### src/rtl/mdu_iter.sv
// Iterative multiply/divide unit with HI/LO result registers for the EX stage.
// Radix-2 shift-add multiply and restoring divide, one bit per clock; abortable by req.
module mdu_iter #(
  parameter int W         = 32,
  parameter bit EARLY_MUL = 1'b0
) (
  input  logic         clk,
  input  logic         reset,
  input  logic [2:0]   md_op,
  input  logic [1:0]   hilo_rop,
  input  logic [W-1:0] num1,
  input  logic [W-1:0] num2,
  input  logic         req,
  output logic         busy,
  output logic [W-1:0] hilo_out,
  output logic         div_zero
);

  localparam int CW = $clog2(W + 1);

  typedef enum logic [1:0] {S_IDLE, S_MUL, S_DIV, S_FIX} state_t;

  state_t           state_q, state_d;
  logic [CW-1:0]    cnt_q, cnt_d;
  logic [W-1:0]     hi_q, hi_d, lo_q, lo_d;
  logic             div_zero_q, div_zero_d;
  // acc: product (mult), {remainder, dividend/quotient} (div), raw num1 (div by zero)
  logic [2*W-1:0]   acc_q, acc_d;
  // opa: shifted multiplicand (mult), divisor in the low half (div)
  logic [2*W-1:0]   opa_q, opa_d;
  logic [W-1:0]     mplr_q, mplr_d;
  logic             is_div_q, is_div_d;
  logic             dz_q, dz_d;
  logic             neg_q, neg_d;
  logic             neg_rem_q, neg_rem_d;

  logic             sgn_op, s1, s2;
  logic [W-1:0]     mag1, mag2;
  logic [W:0]       div_tmp, div_trial;
  logic [W-1:0]     div_rem;
  logic [2*W-1:0]   prod_fix;
  logic [W-1:0]     quot_fix, rem_fix;

  assign sgn_op = (md_op == 3'd1) || (md_op == 3'd3);
  assign s1     = sgn_op & num1[W-1];
  assign s2     = sgn_op & num2[W-1];
  assign mag1   = s1 ? -num1 : num1;
  assign mag2   = s2 ? -num2 : num2;

  // Restoring step: borrow out of the trial subtract means the divisor did not fit
  assign div_tmp   = {acc_q[2*W-1:W], acc_q[W-1]};
  assign div_trial = div_tmp - {1'b0, opa_q[W-1:0]};
  assign div_rem   = div_trial[W] ? div_tmp[W-1:0] : div_trial[W-1:0];

  assign prod_fix = neg_q ? -acc_q : acc_q;
  assign quot_fix = neg_q ? -acc_q[W-1:0] : acc_q[W-1:0];
  assign rem_fix  = neg_rem_q ? -acc_q[2*W-1:W] : acc_q[2*W-1:W];

  always_ff @(posedge clk) begin
    if (reset) begin
      state_q    <= S_IDLE;
      cnt_q      <= '0;
      hi_q       <= '0;
      lo_q       <= '0;
      div_zero_q <= 1'b0;
      acc_q      <= '0;
      opa_q      <= '0;
      mplr_q     <= '0;
      is_div_q   <= 1'b0;
      dz_q       <= 1'b0;
      neg_q      <= 1'b0;
      neg_rem_q  <= 1'b0;
    end else begin
      state_q    <= state_d;
      cnt_q      <= cnt_d;
      hi_q       <= hi_d;
      lo_q       <= lo_d;
      div_zero_q <= div_zero_d;
      acc_q      <= acc_d;
      opa_q      <= opa_d;
      mplr_q     <= mplr_d;
      is_div_q   <= is_div_d;
      dz_q       <= dz_d;
      neg_q      <= neg_d;
      neg_rem_q  <= neg_rem_d;
    end
  end

  always_comb begin
    state_d    = state_q;
    cnt_d      = cnt_q;
    hi_d       = hi_q;
    lo_d       = lo_q;
    div_zero_d = div_zero_q;
    acc_d      = acc_q;
    opa_d      = opa_q;
    mplr_d     = mplr_q;
    is_div_d   = is_div_q;
    dz_d       = dz_q;
    neg_d      = neg_q;
    neg_rem_d  = neg_rem_q;

    unique case (state_q)
      S_IDLE: begin
        if (!req) begin
          case (md_op)
            3'd1, 3'd2: begin
              acc_d    = '0;
              opa_d    = {{W{1'b0}}, mag1};
              mplr_d   = mag2;
              neg_d    = s1 ^ s2;
              is_div_d = 1'b0;
              dz_d     = 1'b0;
              cnt_d    = CW'(W);
              state_d  = S_MUL;
            end
            3'd3, 3'd4: begin
              is_div_d = 1'b1;
              if (num2 == '0) begin
                dz_d    = 1'b1;
                acc_d   = {{W{1'b0}}, num1};
                state_d = S_FIX;
              end else begin
                dz_d       = 1'b0;
                acc_d      = {{W{1'b0}}, mag1};
                opa_d      = {{W{1'b0}}, mag2};
                neg_d      = s1 ^ s2;
                neg_rem_d  = s1;
                div_zero_d = 1'b0;
                cnt_d      = CW'(W);
                state_d    = S_DIV;
              end
            end
            3'd5:    hi_d = num1;
            3'd6:    lo_d = num1;
            default: ;
          endcase
        end
      end
      S_MUL: begin
        acc_d  = mplr_q[0] ? acc_q + opa_q : acc_q;
        opa_d  = opa_q << 1;
        mplr_d = mplr_q >> 1;
        cnt_d  = cnt_q - CW'(1);
        if (cnt_q == CW'(1) || (EARLY_MUL && mplr_q[W-1:1] == '0))
          state_d = S_FIX;
      end
      S_DIV: begin
        acc_d = {div_rem, acc_q[W-2:0], ~div_trial[W]};
        cnt_d = cnt_q - CW'(1);
        if (cnt_q == CW'(1))
          state_d = S_FIX;
      end
      S_FIX: begin
        if (dz_q) begin
          lo_d       = '1;
          hi_d       = acc_q[W-1:0];
          div_zero_d = 1'b1;
        end else if (is_div_q) begin
          lo_d = quot_fix;
          hi_d = rem_fix;
        end else begin
          hi_d = prod_fix[2*W-1:W];
          lo_d = prod_fix[W-1:0];
        end
        state_d = S_IDLE;
      end
      default: state_d = S_IDLE;
    endcase

    // Abort wins over everything, including the FIX write-back
    if (req && state_q != S_IDLE) begin
      state_d    = S_IDLE;
      hi_d       = hi_q;
      lo_d       = lo_q;
      div_zero_d = div_zero_q;
    end
  end

  assign busy     = (state_q != S_IDLE) || (md_op != 3'd0);
  assign div_zero = div_zero_q;

  always_comb begin
    hilo_out = '0;
    if (state_q == S_IDLE) begin
      if (hilo_rop == 2'b01)      hilo_out = hi_q;
      else if (hilo_rop == 2'b10) hilo_out = lo_q;
    end
  end

endmodule

### config.mk
export PLATFORM = sky130hd
export DESIGN_NAME = mdu_iter
export DESIGN_NICKNAME = d
export VERILOG_FILES = /design/src/rtl/mdu_iter.sv
export SDC_FILE = /design/constraint.sdc
export NUM_CORES = 1
export LEC_CHECK = 0
export CORE_ASPECT_RATIO = 1.1
export CORE_MARGIN = 2
export CORE_UTILIZATION = 55
export CTS_CLUSTER_DIAMETER = 50
export DETAILED_ROUTE_END_ITERATION = 10
export DONT_BUFFER_PORTS = 1
export PLACE_DENSITY = 0.73
export SYNTH_ARGS = -nofsm -noshare
export SYNTH_HDL_FRONTEND = slang
export SYNTH_SLANG_ARGS = --single-unit
### constraint.sdc
create_clock -name clk -period 3.3 [get_ports clk]
set_input_delay 0.66 -clock clk [delete_from_list [all_inputs] [get_ports clk]]
set_output_delay 0.66 -clock clk [all_outputs]
set_load 0.02 [all_outputs]
==> implementation parameters <==
Parameter                              Value

STA
  Post-route minimum period ... 3.27 ns
  Unrepaired setup endpoints after global routing ... true
  Final Skew ... 0.0221 ns
  Max_slew headroom ... 0.242
  Final Setup Violations ... 0
  Hold Violations, Final ... 0
  Highest clock rate ... 0.305 GHz
  Final-report max-slew violation count ... 0
  Period Utilization, post-route ... 0.992
  Worst-margin pin slew ... 1.14 ns

Outcome
  Result of the run ... finished clean

Synth
  Biggest area consumer among synthesized cells ... dfxtp_1
  Number of synthesized flops with an enable pin ... 0
  Fraction of synthesized cell area taken by the top area cell type ... 0.230
  Proportion of synthesized chip area in sequential cells ... 0.230
  Dominant cells by area after synthesis ... dfxtp_1, a21oi_1, ha_1
  Ys async rst share ... 0
  Top flip-flop cell by instance count after synthesis ... dfxtp_1
  Flip-flop and latch count after synthesis ... 237
  Net Count, Synth ... 3062
  Count of unique library cells instantiated by Yosys ... 89
  Yosys warnings ... 0
  Area of the mapped netlist ... 20600 um^2
  Number of instances in the synthesized netlist ... 2882
  Syn_area_per_cell ... 7.15 um^2

Placed design
  Post-DP HPWL ... 66400 um
  Weighted congestion reported at the end of routability-driven placement ... 1.05
  Area of placed instances ... 23200 um^2
  Port-buffer cells ... 0

Detailed routing
  Routed via count ... 23.7k
  Routed met3 length ... 8990 um
  Residual antenna-violating net count after detailed routing ... 0
  Average detailed-routed wire length per instance ... 24.2 um
  Wire length on met1 ... 32800 um
  Iteration-0 DRC Markers ... 2597
  DRC violations left ... 0
  Drt via density ... 6.57
  Detailed-route wire length ... 87400 um
  Initial DRT Pass Iterations ... 6
  Met2 wirelength from detailed routing ... 38600 um
  Top Metal Used ... met5

Clock network
  Clk buf depth ... 3
  CTS sink count ... 237
  Insertion delay of the later-clocked pin in the worst-skew pair ... 0.56 ns
  Inserted Clock Buffers ... 36
  H-tree level count ... 2
  Clock root buffer master ... clkbuf_16
  CTS tree ... yes
  Clock-pin slew on the worst setup and hold paths ... 0.06 ns
  Hold_buf cts ... 0

Setup path
  Startpoint types ... register
  Internal reg-to-reg setup slack ... 0.03 ns
  FF-to-FF End ... acc_q[59]$_SDFFE_PP0P_
  Maximum net fanout on the critical path ... 4
  Critical path arrival ... 3.71 ns
  Startpoint of the worst-slack reg-to-reg timing path ... opa_q[1]$_SDFFE_PP0P_
  Reg2reg path depth ... 14
  Type of destination of the critical path ... register
  Required time at the worst-slack endpoint ... 3.73 ns
  Type of the setup path with the least slack ... register to register

Die
  Cell row count ... 74
  Core area ... 37000 um^2
  Chip Height ... 207 um
  Initial core utilization ... 0.556
  X dimension of the die ... 189 um
  Count of pins on the block boundary ... 106
  Area of the die ... 39000 um^2

GRT
  Overall track demand over capacity in global routing ... 0.431
  Overflow left after global routing ... 0
  Wire length of the first global-routing pass ... 130000 um
  Number of global-route vias before repair ... 22.1k
  Pin count of the biggest net entering global routing ... 201
  Initial antenna violation count ... 2

Cells and area
  Area delta synth->final ... 22.0%
  Number of fill cells in the layout ... 3328
  Final cell utilization of the core ... 0.679
  Final design area excluding fillers ... 25100 um^2
  Net count, final ... 3268
  Proportion of layout cells with a drive suffix above 1 ... 0.191
  Count of inserted antenna diode cells ... 0

Power
  Static Leakage ... 10.1 nW
  Power per cell area ... 564 nW/um^2
  Power consumption ... 14.2 mW
  Highest ir drop seen on vdd ... 0.000505 V

Worst hold path
  Hold Path Class ... input port to register
  Number of instances on the worst hold path ... 1
  Critical hold path startpoint ... reset
  Hold worst-path end ... opa_q[48]$_SDFFE_PP0P_

Job
  Number of max-cap violations ... 0
-- worst max-delay path: stages, from the launching register on --
cell and delay [ns]:
dfxtp_4 0.36, inv_2 0.06, buf_4 0.13, ha_1 0.27, nor2b_1 0.14, o31a_1 0.33
o21a_2 0.26, o2111ai_2 0.21, a31oi_2 0.15, a31oi_1 0.23, buf_4 0.16, mux2i_1 0.07
o311a_1 0.36, a211o_1 0.27, a22o_1 0.17
-- routing by layer --
layer,global-route usage,vias up
met1,0.514,11100
li1,-,10900
met4,0.301,2
met2,0.695,1354
met3,0.0959,305
met5,0,-
-- stage by stage --
| step | TNS, ns | std cells | worst slack, ns | hold slack [ns] |
|---|---|---|---|---|
| finish | 0 | 3606 | 0.0261 | 0.185 |
| global route | -0.618 | 3606 | -0.0639 | 0.180 |
| CTS | -0.0100 | 3582 | -0.0100 | 0.178 |
| detailed placement | -7.09 | 3513 | -0.269 | 0.437 |
| global placement | -3.44 | 3513 | -0.305 | 0.428 |
| floorplan | 0 | 2882 | 0.0396 | 0.416 |
-- cells in the mapped netlist, types with 21 or more instances --
cell type	n
xnor2_1	137
nor2_1	342
nand2_1	303
mux2i_1	35
o21ai_0	158
a21oi_1	311
nor3_1	67
clkbuf_1	190
xor2_1	90
inv_1	86
ha_1	106
o31ai_1	30
o211ai_1	47
a31oi_1	38
a211oi_1	70
nor4_1	21
o221ai_1	36
or3_1	23
nand3_1	69
nand4_1	30
a22oi_1	62
dfxtp_1	237
a21o_1	45
-- registers in the layout, summed over array words and instances, names as in the netlist --
| register | flops |
|---|---|
| acc_q | 64 |
| cnt_q | 6 |
| div_zero | 1 |
| dz_q | 1 |
| hi_q | 32 |
| is_div_q | 1 |
| lo_q | 32 |
| mplr_q | 32 |
| neg_q | 1 |
| neg_rem_q | 1 |
| opa_q | 64 |
| state_q | 2 |
-- kinds of logic after synthesis --
kind of cell    after synthesis  share of synthesized area
buf+inv                     310                     0.0597
compound gates              977                      0.309
fa+ha+maj                   108                     0.0663
mux                          45                     0.0225
xor+xnor                    227                     0.0965
simple gates                978                      0.216
flops                       237                      0.230
-- worst max-delay path by stage --
stage,from,endpoint,slack (ns),cells after the start
3_5_place_dp,opa_q[0]$_SDFFE_PP0P_,acc_q[56]$_SDFFE_PP0P_,-0.27,15
6_report,opa_q[1]$_SDFFE_PP0P_,acc_q[59]$_SDFFE_PP0P_,0.03,14
5_1_grt,acc_q[0]$_SDFFE_PP0P_,hi_q[10]$_SDFFE_PP0P_,-0.06,14
3_3_place_gp,acc_q[0]$_SDFFE_PP0P_,acc_q[56]$_SDFFE_PP0P_,-0.31,15
4_1_cts,opa_q[0]$_SDFFE_PP0P_,acc_q[56]$_SDFFE_PP0P_,-0.01,15
2_1_floorplan,acc_q[31]$_SDFFE_PP0P_,acc_q[62]$_SDFFE_PP0P_,0.04,16
-- cell type report --
cell class	instances	area, um^2	share of cell area
timing repair buffer	391	3060	0.122
multi-input combinational	2335	15200	0.604
sequential	237	4770	0.190
clock buffer	44	961	0.0382
tap	494	618	0.0246
inverter	87	343	0.0136
clock inverter	18	188	0.00747
-- what timing repair did --
item / 4_1_cts / 5_1_grt
setup buffers: 8 / 23
pin swaps: 17 / 45
setup endpoints to repair: 35 / 50
resized for setup: 40 / 91
gates cloned: 0 / 2
-- placed cells by master (no fill, tap or decap), types with 10 or more instances in the layout --
| cell type | n |
|---|---|
| a211oi_1 | 67 |
| a21o_1 | 45 |
| a21oi_1 | 291 |
| a21oi_2 | 17 |
| a221o_1 | 11 |
| a221oi_1 | 15 |
| a22oi_1 | 61 |
| a31oi_1 | 35 |
| and2_1 | 13 |
| and3_1 | 13 |
| buf_4 | 378 |
| clkbuf_16 | 37 |
| dfxtp_1 | 227 |
| ha_1 | 97 |
| inv_1 | 81 |
| mux2_2 | 10 |
| mux2i_1 | 35 |
| nand2_1 | 302 |
| nand2b_1 | 17 |
| nand3_1 | 68 |
| nand4_1 | 30 |
| nor2_1 | 340 |
| nor2b_1 | 16 |
| nor3_1 | 62 |
| nor4_1 | 16 |
| o211ai_1 | 47 |
| o21a_1 | 18 |
| o21ai_0 | 145 |
| o21ai_1 | 10 |
| o21bai_1 | 18 |
| o221ai_1 | 36 |
| o22ai_1 | 14 |
| o31ai_1 | 26 |
| o41ai_1 | 12 |
| or2_2 | 10 |
| or3_1 | 21 |
| xnor2_1 | 136 |
| xor2_1 | 88 |
-- power breakdown --
| part | internal (mW) | total (mW) | leakage [nW] | switching (mW) |
|---|---|---|---|---|
| Sequential | 3.20 | 3.49 | 1.93 | 0.295 |
| Clock | 2.25 | 3.78 | 0.565 | 1.53 |
| Combinational | 2.74 | 6.90 | 7.63 | 4.16 |
| Total | 8.19 | 14.2 | 10.1 | 5.99 |
No activity file was read; power rests on OpenSTA's default activity.
